<file path="config.mk">
export PLATFORM = sky130hd
export DESIGN_NAME = reset_sequencer
export DESIGN_NICKNAME = d
export VERILOG_FILES = /design/src/rtl/reset_sequencer.sv
export SDC_FILE = /design/constraint.sdc
export NUM_CORES = 1
export LEC_CHECK = 0
export CORE_MARGIN = 3
export CORE_UTILIZATION = 52
export DETAILED_ROUTE_END_ITERATION = 6
export PLACE_DENSITY_LB_ADDON = 0.08
export RECOVER_POWER = 25
export SYNTH_ARGS = -nofsm -noshare
export SYNTH_HDL_FRONTEND = slang
export SYNTH_SLANG_ARGS = --single-unit
export TNS_END_PERCENT = 100
</file>
<file path="constraint.sdc">
create_clock -name divclock -period 2.9 [get_ports divclock]
set_clock_uncertainty 0.2 [all_clocks]
set_input_delay 0.435 -clock divclock [delete_from_list [all_inputs] [get_ports divclock]]
set_output_delay 0.435 -clock divclock [all_outputs]
set_load 0.01 [all_outputs]
</file>
<file path="src/rtl/reset_sequencer.sv">
// Startup/reset sequencer: holds the core in reset, waits a settle window, then runs with an uptime counter.
// Optional LED heartbeat in RUN when RESETSEQ_HEARTBEAT_EN is defined; otherwise heartbeat is tied low.
module reset_sequencer #(
  parameter int HOLD_CYCLES      = 16,
  parameter int SETTLE_CYCLES    = 8,
  parameter int HEARTBEAT_CYCLES = 1000000,
  parameter int UPTIME_WIDTH     = 32
) (
  input  logic                    divclock,
  input  logic                    reset_n,
  input  logic                    soft_reset,
  output logic                    core_reset_n,
  output logic                    ready,
  output logic [1:0]              state,
  output logic [UPTIME_WIDTH-1:0] uptime,
  output logic                    heartbeat
);

  localparam int CNT_MAX = (HOLD_CYCLES > SETTLE_CYCLES) ? HOLD_CYCLES : SETTLE_CYCLES;
  localparam int CNT_W   = $clog2(CNT_MAX) + 1;

  localparam logic [1:0] ST_HOLD   = 2'd0;
  localparam logic [1:0] ST_SETTLE = 2'd1;
  localparam logic [1:0] ST_RUN    = 2'd2;

  localparam logic [CNT_W-1:0]        HOLD_LAST   = CNT_W'(HOLD_CYCLES - 1);
  localparam logic [CNT_W-1:0]        SETTLE_LAST = CNT_W'(SETTLE_CYCLES - 1);
  localparam logic [UPTIME_WIDTH-1:0] UPTIME_MAX  = '1;

  logic [1:0]              state_reg, state_next;
  logic [CNT_W-1:0]        cnt_reg, cnt_next;
  logic                    core_reset_n_reg, core_reset_n_next;
  logic                    ready_reg, ready_next;
  logic [UPTIME_WIDTH-1:0] uptime_reg, uptime_next;

  // Soft reset is checked first so it beats a terminal count on the same edge.
  always_comb begin
    state_next        = state_reg;
    cnt_next          = cnt_reg;
    core_reset_n_next = core_reset_n_reg;
    ready_next        = ready_reg;
    uptime_next       = uptime_reg;
    if (soft_reset) begin
      state_next        = ST_HOLD;
      cnt_next          = '0;
      core_reset_n_next = 1'b0;
      ready_next        = 1'b0;
      uptime_next       = '0;
    end else begin
      case (state_reg)
        ST_HOLD: begin
          core_reset_n_next = 1'b0;
          ready_next        = 1'b0;
          if (cnt_reg == HOLD_LAST) begin
            state_next        = ST_SETTLE;
            cnt_next          = '0;
            core_reset_n_next = 1'b1;
          end else begin
            cnt_next = cnt_reg + 1'b1;
          end
        end
        ST_SETTLE: begin
          core_reset_n_next = 1'b1;
          ready_next        = 1'b0;
          if (cnt_reg == SETTLE_LAST) begin
            state_next = ST_RUN;
            cnt_next   = '0;
            ready_next = 1'b1;
          end else begin
            cnt_next = cnt_reg + 1'b1;
          end
        end
        ST_RUN: begin
          core_reset_n_next = 1'b1;
          ready_next        = 1'b1;
          if (uptime_reg != UPTIME_MAX) begin
            uptime_next = uptime_reg + 1'b1;
          end
        end
        default: begin
          // Unreachable encoding: fall back to a fresh hold sequence.
          state_next        = ST_HOLD;
          cnt_next          = '0;
          core_reset_n_next = 1'b0;
          ready_next        = 1'b0;
        end
      endcase
    end
  end

  always_ff @(posedge divclock) begin
    if (!reset_n) begin
      state_reg        <= ST_HOLD;
      cnt_reg          <= '0;
      core_reset_n_reg <= 1'b0;
      ready_reg        <= 1'b0;
      uptime_reg       <= '0;
    end else begin
      state_reg        <= state_next;
      cnt_reg          <= cnt_next;
      core_reset_n_reg <= core_reset_n_next;
      ready_reg        <= ready_next;
      uptime_reg       <= uptime_next;
    end
  end

  assign state        = state_reg;
  assign core_reset_n = core_reset_n_reg;
  assign ready        = ready_reg;
  assign uptime       = uptime_reg;

`ifdef RESETSEQ_HEARTBEAT_EN
  localparam int HB_W = $clog2(HEARTBEAT_CYCLES) + 1;
  localparam logic [HB_W-1:0] HB_LAST = HB_W'(HEARTBEAT_CYCLES - 1);

  logic [HB_W-1:0] hb_cnt_reg, hb_cnt_next;
  logic            heartbeat_reg, heartbeat_next;

  always_comb begin
    hb_cnt_next    = hb_cnt_reg;
    heartbeat_next = heartbeat_reg;
    if (soft_reset) begin
      hb_cnt_next    = '0;
      heartbeat_next = 1'b0;
    end else if (state_reg == ST_RUN) begin
      if (hb_cnt_reg == HB_LAST) begin
        hb_cnt_next    = '0;
        heartbeat_next = ~heartbeat_reg;
      end else begin
        hb_cnt_next = hb_cnt_reg + 1'b1;
      end
    end
  end

  always_ff @(posedge divclock) begin
    if (!reset_n) begin
      hb_cnt_reg    <= '0;
      heartbeat_reg <= 1'b0;
    end else begin
      hb_cnt_reg    <= hb_cnt_next;
      heartbeat_reg <= heartbeat_next;
    end
  end

  assign heartbeat = heartbeat_reg;
`else
  logic unused_hb_cfg;
  assign unused_hb_cfg = ^HEARTBEAT_CYCLES;
  assign heartbeat     = 1'b0;
`endif

endmodule

</file>
==> flow_metrics.py, run 1 <==
metrics = {
    "yosys": {
        "ys_ff_latch": 41,
        "synth_area_um2": 2240,
        "ys_warn_count": 0,
        "seq_area_frac_synth": 0.366,
        "postSynth.asyncResetShare": 0,
        "synth_ff_type": "dfxtp_1",
        "syn_inst": 271,
        "avgSynthCellArea_um2": 8.28,
        "synth_edf_count": 0,
        "synth_cell_types": 54,
        "synth_nets": 283,
    },
    "run": {
        "drv_cap": 0,
    },
    "detailed_routing": {
        "via_per_inst": 5.97,
        "routed_wl_mm": 5.11,
        "vias": 2119,
        "drcViolationCount": 0,
        "route.detailed.wl_per_inst_um": 14.4,
        "ant_nets": 0,
        "first_pass_iters": 4,
        "drtIter0Drc": 129,
    },
    "placed_design": {
        "gp_congestion": 0.869,
        "dpl.hpwl_mm": 3.63,
        "placed_area_um2": 2650,
        "io_buffers": 38,
        "post-place-ws_ns": 0.446,
    },
    "clock_network": {
        "insertion_delay_ns": 0.29,
        "post_cts_buffers": 0,
        "htreeDepth": 2,
        "clock_sinks": 41,
        "cts_resized": 0,
        "root_buffer": "clkbuf_8",
        "clk_pin_slew_ns": 0.07,
        "clk_path_buf_depth": 2,
        "ctsHoldBuffers": 0,
        "cts_buffers": 5,
        "cts_tree": "done",
    },
    "timing": {
        "slew_viol_final": 0,
        "post-route-period-util": 0.860,
        "hold_violations": 0,
        "fin_crit_ns": 2.49,
        "fmax_mhz": 401,
        "fin_ws_ns": 0.406,
        "relSlewSlack": 0.611,
        "rsz0062_at_grt": "no",
        "setup_viol": 0,
        "tns_ns": 0,
        "worst_slew_pin_slew_ns": 0.584,
    },
    "power": {
        "clkPwrFrac": 0.392,
        "ir_worst_vdd_uv": 187,
        "p_int_uw": 760,
        "power_density_nw_per_um2": 352,
        "power.leakage_uw": 0.000929,
        "power_frac_comb": 0.021,
        "sw_frac_of_total": 0.210,
        "seq_power_share": 0.587,
        "p_switching_uw": 202,
    },
    "worst_hold_path": {
        "hp-class": "reg -> reg",
    },
    "critical_path": {
        "path_buf_inv": 1,
        "crit_type": "reg -> reg",
        "worst_ep_required_time_ns": 2.92,
        "worst_path_max_delay_cell": "ha_1",
        "cp_max_fo": 17,
        "cp.arrival_ns": 2.51,
        "crit_family": "simple AND/OR/NAND/NOR gates",
        "worst_setup_path_end_kind": "register",
        "worstPathCellList": "inv_1 -> ha_1 -> and3_1 -> nand4_2 -> or4_1 -> a21oi_1",
        "start_kind": "register",
        "cpPeakStageDelay_ns": 0.53,
    },
    "global_route": {
        "first_global_vias": 1888,
        "grt_usage": 0.208,
        "grt_first_pass_wirelength_mm": 8.60,
        "grt_max_degree": 21,
        "grt-ovfl-total": 0,
        "antenna_found_initial": 0,
    },
    "die": {
        "die_area_um2": 5140,
        "core_um2": 4090,
        "rows": 23,
        "io_pins": 40,
        "initial_core_util": 0.549,
        "die_y_um": 71.7,
        "die_x_um": 71.7,
    },
    "final_layout": {
        "areaGrowthSynthToFinish_pct": 21.9,
        "fin_area_um2": 2740,
        "largest_reg_flops": 32,
        "fin_nets": 317,
        "final_common_cell": "dfxtp_1",
        "final_cell_mix": "dfxtp_1 (41), a21oi_1 (26), nand2_1 (22), clkdlybuf4s50_1 (22), dlygate4sd3_1 (16)",
        "n_antenna_cell": 0,
        "drive_gt1_frac": 0.0689,
    },
    "status": {
        "status": "completed",
    },
}
==> cell families after synthesis <==
family	count (synthesis)	synth area share
fa+ha+maj	9	0.0502
compound gates	68	0.193
mux	2	0.00892
flops	41	0.366
xor+xnor	6	0.0234
simple gates	115	0.302
other cells	1	0.00167
buf+inv	29	0.0546
==> final timing paths <==
path / from / to / slack [ns] / cells after the start
min: cnt_reg[1] / cnt_reg[1] / 0.29 / 2
max: state[0] / uptime[25] / 0.41 / 6
max reg2reg: state[0] / uptime[25] / 0.41 / 6
min reg2reg: cnt_reg[1] / cnt_reg[1] / 0.29 / 2
==> area by class of cell <==
type	instances	area [µm²]
Fill cell	366	1350
Multi-Input combinational cell	201	1310
Sequential cell	41	821
Timing Repair Buffer	42	407
Clock buffer	7	86.3
Tap cell	50	62.6
Inverter	14	52.6
==> synth_stat cells, types with 3 or more instances <==
library cell   n  share of area
o311ai_0       3          0.012
or4_1          7          0.023
ha_1           9          0.050
inv_1         14          0.023
xnor2_1        4          0.016
dfxtp_1       41           0.37
nand3_1       12          0.027
o21ai_0        6          0.013
nor2_1        14          0.023
o21a_1         3          0.010
a21oi_1       26          0.058
nand2_1       22          0.037
nor4_1         3         0.0084
nand4_1       11          0.031
a211oi_1       4          0.013
or3_1          9          0.025
nor3_1         4         0.0089
clkbuf_1      10          0.017
and2_1         4          0.011
and3_1         7          0.020
o31ai_1        8          0.027
and4_1         7          0.027
o21ai_1        5          0.011
==> through the flow <==
step | power (µW) | hold slack (ns) | std cells | util
finish | 962 | 0.286 | 355 | 0.669
global route | 992 | 0.334 | 355 | 0.669
CTS | 970 | 0.290 | 355 | 0.670
detailed placement | 599 | 0.279 | 348 | 0.649
global placement | 599 | 0.275 | 348 | 0.649
floorplan | 592 | 0.258 | 271 | -
==> power groups by stage <==
stage	Sequential [µW]	Combinational (µW)	Clock, µW
floorplan	578	13.8	0
CTS	565	21.0	384
global placement	578	21.1	0
detailed placement	578	20.9	0
finish	565	20.2	377
global route	565	22.6	404
==> worst min-delay path, cell delays in order, from the launching register on <==
cell and delay (ns):
dfxtp_1 0.32, nand2_1 0.07, a21oi_1 0.05
==> per-layer routing <==
| layer | track usage | routed length [µm] |
|---|---|---|
| met1 | 0.279 | 2490 |
| met2 | 0.333 | 2300 |
| met3 | 0.0463 | 248 |
| met4 | 0.0647 | 63 |
| met5 | 0 | 0 |
(Power assumes the default switching activity.)
==> run 2, diff against run 1 <==
CELL_PAD_IN_SITES_DETAIL_PLACEMENT = 0   (was not set)
CELL_PAD_IN_SITES_GLOBAL_PLACEMENT = 1   (was not set)
CORE_UTILIZATION = 39   (was 52)
==> flow_metrics.py, run 2 (same netlist as run 1, synthesis figures left out) <==
metrics = {
    "final_layout": {
        "largest_reg_flops": 32,
        "final_cell_mix": "dfxtp_1 (41), a21oi_1 (26), nand2_1 (22), clkdlybuf4s50_1 (22), dlygate4sd3_1 (16)",
        "fill_cells": 541,
        "areaGrowthSynthToFinish_pct": 24.0,
        "n_antenna_cell": 0,
        "final_common_cell": "dfxtp_1",
        "fin_nets": 318,
        "drive_gt1_frac": 0.0782,
        "fin_area_um2": 2780,
    },
    "clock_network": {
        "clk_pin_slew_ns": 0.08,
        "htreeDepth": 2,
        "ctsHoldBuffers": 0,
        "cts_buffers": 5,
        "insertion_delay_ns": 0.29,
        "cts_resized": 0,
        "cts_tree": "done",
        "clk_path_buf_depth": 2,
        "clock_sinks": 41,
        "post_cts_buffers": 0,
        "root_buffer": "clkbuf_8",
    },
    "critical_path": {
        "cpPeakStageDelay_ns": 0.46,
        "worst_path_max_delay_cell": "dfxtp_1",
        "r2r-end": "uptime[28]",
        "ff2ff_path_depth": 6,
        "cp_max_fo": 6,
        "worstPathCellList": "ha_1 -> nand4_1 -> nor4_1 -> nand3_1 -> or4_1 -> a21oi_1",
        "reg2reg_slack_ns": 0.52,
        "start_kind": "register",
        "worst_ep_required_time_ns": 2.93,
        "crit_type": "reg -> reg",
        "cp.arrival_ns": 2.41,
        "worst_setup_path_end_kind": "register",
        "r2r_start": "uptime[0]",
    },
    "detailed_routing": {
        "drtIter0Drc": 106,
        "routed_wl_mm": 5.44,
        "ant_nets": 0,
        "drcViolationCount": 0,
        "route.detailed.wl_per_inst_um": 14.4,
        "vias": 2128,
        "first_pass_iters": 4,
        "via_per_inst": 5.64,
    },
    "die": {
        "io_pins": 40,
        "die_y_um": 81.9,
        "die_area_um2": 6700,
        "initial_core_util": 0.421,
        "core_um2": 5340,
        "rows": 26,
        "die_x_um": 81.9,
    },
    "timing": {
        "worst_slew_pin_slew_ns": 0.606,
        "fmax_mhz": 420,
        "post-route-period-util": 0.822,
        "hold_violations": 0,
        "relSlewSlack": 0.596,
        "tns_ns": 0,
        "rsz0062_at_grt": "no",
        "fin_crit_ns": 2.38,
        "fin_ws_ns": 0.517,
        "setup_viol": 0,
        "slew_viol_final": 0,
    },
    "worst_hold_path": {
        "min_to": "cnt_reg[1]",
        "hp-class": "reg -> reg",
        "min_path_cells": 2,
        "worstHoldStart": "cnt_reg[1]",
    },
    "placed_design": {
        "io_buffers": 38,
        "gp_congestion": 0.847,
        "post-place-ws_ns": 0.545,
        "dpl.hpwl_mm": 3.97,
        "placed_area_um2": 2690,
    },
    "status": {
        "status": "completed",
    },
    "global_route": {
        "grt-ovfl-total": 0,
        "grt_first_pass_wirelength_mm": 9.08,
        "first_global_vias": 1892,
        "grt_max_degree": 21,
        "grt_usage": 0.171,
        "antenna_found_initial": 0,
    },
    "run": {
        "drv_cap": 0,
    },
    "power": {
        "power.leakage_uw": 0.000941,
        "power_density_nw_per_um2": 359,
        "power.total_uw": 998,
        "ir_worst_vdd_uv": 161,
    },
}
## run 2: cell types whose count changed in the layout (fill, tap and decap cells not counted), sizes merged
cell    previous run  this run
clkinv             0         1
buf                3         4
## run 2: per-stage QoR
stage / instances / hold slack (ns) / util
after CTS: 377 / 0.291 / 0.522
after floorplan: 271 / 0.258 / -
after global routing: 377 / 0.304 / 0.522
after global placement: 369 / 0.273 / 0.503
final: 377 / 0.289 / 0.522
after detailed placement: 369 / 0.279 / 0.503
## run 2: per-layer routing
metal  vias up  track usage  part of all wire
li1       1084            -                 -
met1       990        0.232              0.50
met2        47        0.269              0.43
met3         7       0.0417             0.051
met4         0       0.0498             0.012
met5         -            0                 0
## run 2: area by class of cell
type                       count  area (µm²)  share of cell area
sequential                    41         821               0.295
clock inverter                 1        5.00             0.00180
multi-input combinational    201        1310               0.469
tap                           70        87.6              0.0315
timing repair buffer          43         414               0.149
inverter                      14        52.6              0.0189
clock buffer                   7        96.3              0.0346
## run 2: how the worst max path moves through the flow
stage	startpoint	end	cells after the start
after floorplan	uptime[0]	uptime[17]	8
after global placement	uptime[0]	uptime[16]	6
after detailed placement	uptime[0]	uptime[28]	6
after CTS	uptime[0]	uptime[28]	6
after global routing	uptime[0]	uptime[28]	6
final	uptime[0]	uptime[28]	6
## run 2: report_power, final
| part | switching (µW) | total [µW] | internal (µW) |
|---|---|---|---|
| Clock | 197 | 412 | 215 |
| Sequential | 1.24 | 565 | 564 |
| Combinational | 13.8 | 20.8 | 7.00 |
## run 2: worst max-delay path, delay by kind of cell, from the launching register on
kind / cells / cell delay [ns]
AO/OA/AOI/OAI: 1 / 0.15
AND/OR/NAND/NOR: 4 / 1.25
flip-flops: 1 / 0.46
adder cells (fa/ha/maj): 1 / 0.25
